<file path="src/rtl/apb_pkg.sv">
// Shared types and constants for the APB command master: FSM state encoding
// and the bit positions of the pprot protection field.
package apb_pkg;

  typedef enum logic [1:0] {
    IDLE,
    SETUP,
    ACCESS,
    RESP
  } apb_state_t;

  localparam int PPROT_PRIV  = 0;
  localparam int PPROT_NSEC  = 1;
  localparam int PPROT_INSTR = 2;

endpackage

</file>
<file path="src/rtl/apb_timeout_cnt.sv">
// Wait-state counter for the APB ACCESS phase. hit pulses on the enabled cycle
// that would be the G_TIMEOUT-th stalled cycle since the last clear.
module apb_timeout_cnt #(
  parameter int G_TIMEOUT = 256
) (
  input  logic clk,
  input  logic rst,
  input  logic clear,
  input  logic enable,
  output logic hit
);

  localparam int CNT_W = $clog2(G_TIMEOUT);
  localparam logic [CNT_W-1:0] LAST = CNT_W'(G_TIMEOUT - 1);

  logic [CNT_W-1:0] cnt;

  always_ff @(posedge clk or posedge rst) begin
    if (rst) begin
      cnt <= '0;
    end else if (clear) begin
      cnt <= '0;
    end else if (enable) begin
      cnt <= cnt + CNT_W'(1);
    end
  end

  assign hit = enable && (cnt == LAST);

endmodule

</file>
<file path="src/rtl/apb_cmd_master.sv">
// APB initiator: takes one command at a time, runs SETUP/ACCESS on m_apb_*,
// and returns the result on a response channel. Macro: APB_TIMEOUT_EN.
module apb_cmd_master
  import apb_pkg::*;
#(
  parameter int G_REGWIDTH   = 32,
  parameter int G_ADDR_WIDTH = 32,
  parameter int G_TIMEOUT    = 256
) (
  input  logic                    clk,
  input  logic                    rst,
  input  logic                    cmd_valid,
  output logic                    cmd_ready,
  input  logic                    cmd_write,
  input  logic [2:0]              cmd_prot,
  input  logic [G_ADDR_WIDTH-1:0] cmd_addr,
  input  logic [G_REGWIDTH-1:0]   cmd_wdata,
  output logic                    rsp_valid,
  input  logic                    rsp_ready,
  output logic [G_REGWIDTH-1:0]   rsp_rdata,
  output logic                    rsp_err,
  output logic                    rsp_timeout,
  output logic                    m_apb_psel,
  output logic                    m_apb_penable,
  output logic                    m_apb_pwrite,
  output logic [2:0]              m_apb_pprot,
  output logic [G_ADDR_WIDTH-1:0] m_apb_paddr,
  output logic [G_REGWIDTH-1:0]   m_apb_pwdata,
  input  logic                    m_apb_pready,
  input  logic [G_REGWIDTH-1:0]   m_apb_prdata,
  input  logic                    m_apb_pslverr
);

  // Both channels transfer on a rising edge where valid & ready are high;
  // the producer holds valid and its payload stable until that edge.

  apb_state_t state;
  logic       timeout_hit;

`ifdef APB_TIMEOUT_EN
  apb_timeout_cnt #(
    .G_TIMEOUT (G_TIMEOUT)
  ) u_timeout_cnt (
    .clk    (clk),
    .rst    (rst),
    .clear  (state == SETUP),
    .enable ((state == ACCESS) && !m_apb_pready),
    .hit    (timeout_hit)
  );
`else
  assign timeout_hit = 1'b0;
`endif

  always_ff @(posedge clk or posedge rst) begin
    if (rst) begin
      state         <= IDLE;
      cmd_ready     <= 1'b1;
      rsp_valid     <= 1'b0;
      rsp_rdata     <= '0;
      rsp_err       <= 1'b0;
      rsp_timeout   <= 1'b0;
      m_apb_psel    <= 1'b0;
      m_apb_penable <= 1'b0;
      m_apb_pwrite  <= 1'b0;
      m_apb_pprot   <= '0;
      m_apb_paddr   <= '0;
      m_apb_pwdata  <= '0;
    end else begin
      case (state)
        IDLE: begin
          if (cmd_valid) begin
            m_apb_pwrite <= cmd_write;
            m_apb_pprot  <= cmd_prot;
            m_apb_paddr  <= cmd_addr;
            m_apb_pwdata <= cmd_wdata;
            m_apb_psel   <= 1'b1;
            cmd_ready    <= 1'b0;
            state        <= SETUP;
          end
        end
        SETUP: begin
          m_apb_penable <= 1'b1;
          state         <= ACCESS;
        end
        ACCESS: begin
          // A completer answering on the abort cycle still wins over the timeout.
          if (m_apb_pready) begin
            m_apb_psel    <= 1'b0;
            m_apb_penable <= 1'b0;
            rsp_valid     <= 1'b1;
            rsp_rdata     <= (m_apb_pwrite || m_apb_pslverr) ? '0 : m_apb_prdata;
            rsp_err       <= m_apb_pslverr;
            rsp_timeout   <= 1'b0;
            state         <= RESP;
          end else if (timeout_hit) begin
            m_apb_psel    <= 1'b0;
            m_apb_penable <= 1'b0;
            rsp_valid     <= 1'b1;
            rsp_rdata     <= '0;
            rsp_err       <= 1'b1;
            rsp_timeout   <= 1'b1;
            state         <= RESP;
          end
        end
        RESP: begin
          if (rsp_ready) begin
            rsp_valid <= 1'b0;
            cmd_ready <= 1'b1;
            state     <= IDLE;
          end
        end
        default: state <= IDLE;
      endcase
    end
  end

endmodule
</file>
<file path="config.mk">
export PLATFORM = sky130hd
export DESIGN_NAME = apb_cmd_master
export DESIGN_NICKNAME = d
export VERILOG_FILES = /design/src/rtl/apb_pkg.sv /design/src/rtl/apb_timeout_cnt.sv /design/src/rtl/apb_cmd_master.sv
export SDC_FILE = /design/constraint.sdc
export NUM_CORES = 1
export LEC_CHECK = 0
export BUFFER_PORTS_ARGS = -buffer_cell sky130_fd_sc_hd__buf_2
export CORE_MARGIN = 1
export CORE_UTILIZATION = 40
export DETAILED_ROUTE_END_ITERATION = 7
export PLACE_DENSITY_LB_ADDON = 0.3
export SLEW_MARGIN = 20
export SYNTH_ARGS = -nofsm -noshare
export SYNTH_HDL_FRONTEND = slang
export SYNTH_HIERARCHICAL = 1
export SYNTH_SLANG_ARGS = --single-unit
</file>
<file path="constraint.sdc">
create_clock -name clk -period 5.2 [get_ports clk]
set_clock_uncertainty 0.15 [all_clocks]
set_input_delay 1.04 -clock clk [delete_from_list [all_inputs] [get_ports clk]]
set_output_delay 1.04 -clock clk [all_outputs]
set_load 0.02 [all_outputs]
</file>
==> flow_summary_export.csv <==
group,metric,value,unit
outcome,status,"finished clean",
die,start_util,41.9,%
sta,period_needed,2.44,ns
critical_path,arrival,2.53,ns
clocking,h-tree-depth,3,
drt,via_per_inst,4.76,
drt,wire_per_inst,14.7,um
sta,fmax,410,MHz
clocking,clk_pin_slew,0.09,ns
min_path,hold_class,"flip-flop to flip-flop",
pwr,p_leak,0.00291,uW
drt,dr.pass1.iters,4,
drt,num_vias,2913,
die,die_h,104,um
critical_path,setup.worst_path.start,"state[1]$_DFFE_PP0P_",
drt,drtIter0Drc,75,
place,dp.cells,595,
pwr,ir_drop,276,uV
global_route,overflow,0,
die,pin_count,212,
final_layout,drive_gt1_share,63.3,%
synthesis,synth_area,4170,um2
critical_path,crit_family,"buffers and inverters",
critical_path,cp_slowest_cell,"nand2_4",
min_path,whs_path_depth,1,
final_layout,final_cells,612,
synthesis,yosysWarnings,6,
sta,setup_viol,0,
synthesis,syn_inst,264,
critical_path,rr_worst_depth,5,
sta,rsz0062_at_grt,"no",
final_layout,nets,587,
place,gp_congestion,0.697,
global_route,antenna_found_initial,0,
clocking,cts_tree,"done",
global_route,grt_max_degree,68,
sta,slew_viol_final,0,
drt,detail-route-antenna-nets,0,
final_layout,multi_input_area,1400,um2
critical_path,crit_chain,"inv_1 -> ha_1 -> nand2_4 -> buf_4 -> mux2_2",
final_layout,n_antenna_cell,0,
sta,finalCritPeriodShare,46.9,%
synthesis,synth_cell_types,33,
synthesis,synth_nets,377,
die,die_w,104,um
critical_path,r2r-start,"state[1]$_DFFE_PP0P_",
clocking,post_cts_resized,0,
sta,worst_slew_pin_slew,0.799,ns
critical_path,path_class,"flip-flop to flip-flop",
final_layout,fill_cells,863,
critical_path,start_kind,"flip-flop",
critical_path,cpPeakStageDelay,0.49,ns
synthesis,syn_avg_cell_area,15.8,um2
critical_path,path_max_fanout,46,
drt,wl,8970,um
synthesis,ys_seq_elements,107,
critical_path,crit_buf_inv,2,
pwr,powerDensity,672,nW/um2
die,rows,36,
global_route,grt_pass1_wl,14600,um
final_layout,post-route-util,55.9,%
clocking,cts_num_sinks,107,
final_layout,regArea,2680,um2
sta,finalSetupTns,0,ns
clocking,cts-root-buf,"clkbuf_8",
global_route,grt_pass1_vias,2977,
sta,hold_violations,0,
min_path,holdCritStartpoint,"m_apb_pwdata[14]$_DFFE_PP0P_",
clocking,ctsHoldBuffers,0,
clocking,clkLatencyLatePin,0.35,ns
sta,hold_ws,0.356,ns
flow_run,cap_violations,0,
place,portBuffers,210,
critical_path,crit_path_end_kind,"flip-flop",
clocking,postCtsSetupBuffers,0,
die,core-area,9950,um2
clocking,cts_made_buffers,9,
sta,max_slew_margin,46.7,%
die,dieArea,10800,um2
place,place_hpwl,6640,um
global_route,grtUsageTotal,17.1,%
critical_path,cp.depth,5,
synthesis,ys_seq_area_share,64.3,%
critical_path,required,5.29,ns
final_layout,syn2layout_area_growth,33.6,%
clocking,clk_path_buf_depth,2,
drt,drc,0,
==> power breakdown <==
group	switching [uW]	internal [uW]
clock	264	287
combinational	976	747
sequential	219	1250
total	1460	2280
==> sequential cells by signal, summed over array words and instances (netlist names) <==
register / cells
m_apb_pwrite: 1
m_apb_paddr: 32
cmd_ready: 1
m_apb_psel: 1
m_apb_pprot: 3
rsp_rdata: 32
rsp_valid: 1
m_apb_penable: 1
m_apb_pwdata: 32
state: 2
rsp_err: 1
==> path summary, 6_finish.rpt <==
check                           slack (ns)                           end
worst max-delay path                  2.76   m_apb_pwdata[3]$_DFFE_PP0P_
worst min-delay path                  0.36  m_apb_pwdata[14]$_DFFE_PP0P_
worst max register to register        2.76   m_apb_pwdata[3]$_DFFE_PP0P_
worst min register to register        0.36  m_apb_pwdata[14]$_DFFE_PP0P_
max in group asynchronous             3.16         cmd_ready$_DFFE_PP1P_
min in group asynchronous             0.67      rsp_rdata[3]$_DFFE_PP0P_
==> per-layer routing <==
metal | routed length, um | vias up | track usage [%]
met1 | 3760 | 1413 | 20.8
li1 | - | 1366 | -
met5 | 0 | - | 0
met3 | 595 | 12 | 4.07
met2 | 4450 | 122 | 28.9
met4 | 169 | 0 | 7.55
==> layout make-up <==
type,instances,area share (%)
repair buffers,213,19.4
inverters,3,0.247
clock inverters,5,1.53
clock buffers,11,2.54
flip-flops and latches,107,48.1
multi-input cells,140,25.2
well taps,133,2.99
==> synth_stat cells <==
library cell | instances | area (um2)
a211oi_1 | 1 | 7.51
a21o_1 | 1 | 7.51
a21oi_1 | 3 | 15.0
a22o_1 | 32 | 280
a31oi_1 | 1 | 6.26
and3_1 | 1 | 6.26
and4_1 | 1 | 8.76
buf_2 | 8 | 40.0
buf_4 | 1 | 7.51
buf_6 | 2 | 22.5
clkbuf_1 | 3 | 11.3
conb_1 | 1 | 3.75
dfrtp_1 | 106 | 2650
dfstp_2 | 1 | 26.3
ha_1 | 7 | 87.6
inv_1 | 3 | 11.3
mux2_1 | 1 | 11.3
mux2_2 | 60 | 676
mux2_4 | 9 | 135
mux2i_1 | 2 | 20.0
nand2_1 | 1 | 3.75
nand2_2 | 2 | 12.5
nand2b_1 | 5 | 31.3
nand3b_1 | 1 | 7.51
nand4_1 | 1 | 6.26
nor2_1 | 2 | 7.51
nor2b_1 | 1 | 6.26
nor3_1 | 2 | 10.0
nor3_4 | 1 | 16.3
nor3b_1 | 1 | 7.51
o211a_1 | 1 | 10.0
o21ai_0 | 1 | 5.00
or2_2 | 1 | 6.26
==> cell usage in the layout, fill, tap and decap left out, types with 2 or more instances in the layout <==
cell / synthesis / layout
nand2b_1: 5 / 5
nor2_1: 2 / 2
a22o_1: 32 / 32
mux2_4: 9 / 9
bufinv_16: 0 / 2
mux2_2: 60 / 60
clkbuf_8: 0 / 10
buf_2: 8 / 210
nor3_1: 2 / 2
ha_1: 7 / 7
buf_4: 1 / 2
inv_1: 3 / 2
a21oi_1: 3 / 3
mux2i_1: 2 / 2
dfrtp_1: 106 / 106
==> through the flow <==
| step | power (uW) | setup WS (ns) | instance area (um2) |
|---|---|---|---|
| finish | 3740 | 2.76 | 5570 |
| global route | 3980 | 2.53 | 5570 |
| CTS | 3790 | 2.39 | 5550 |
| detailed placement | 3230 | 2.05 | 5320 |
| global placement | 3170 | 2.10 | 5320 |
| floorplan | 2630 | 1.19 | 4170 |
==> worst register-to-register path: stages, from the launching register on <==
cell,delay (ns)
dfrtp_1,0.45
inv_1,0.12
ha_1,0.27
nand2_4,0.49
buf_4,0.46
mux2_2,0.39
==> kinds of logic (layout without fill, tap and decap cells) <==
group | Yosys count | count (layout) | share of synthesized area [%]
DFF | 107 | 107 | 64.3
muxes | 72 | 72 | 20.2
AOI/OAI and AO/OA | 40 | 40 | 7.96
and+or+nand+nor | 20 | 20 | 3.12
buffers and inverters | 17 | 232 | 2.22
adders and majority gates | 7 | 7 | 2.10
other | 1 | 1 | 0.0900
Power figures use the tool's default switching activity.
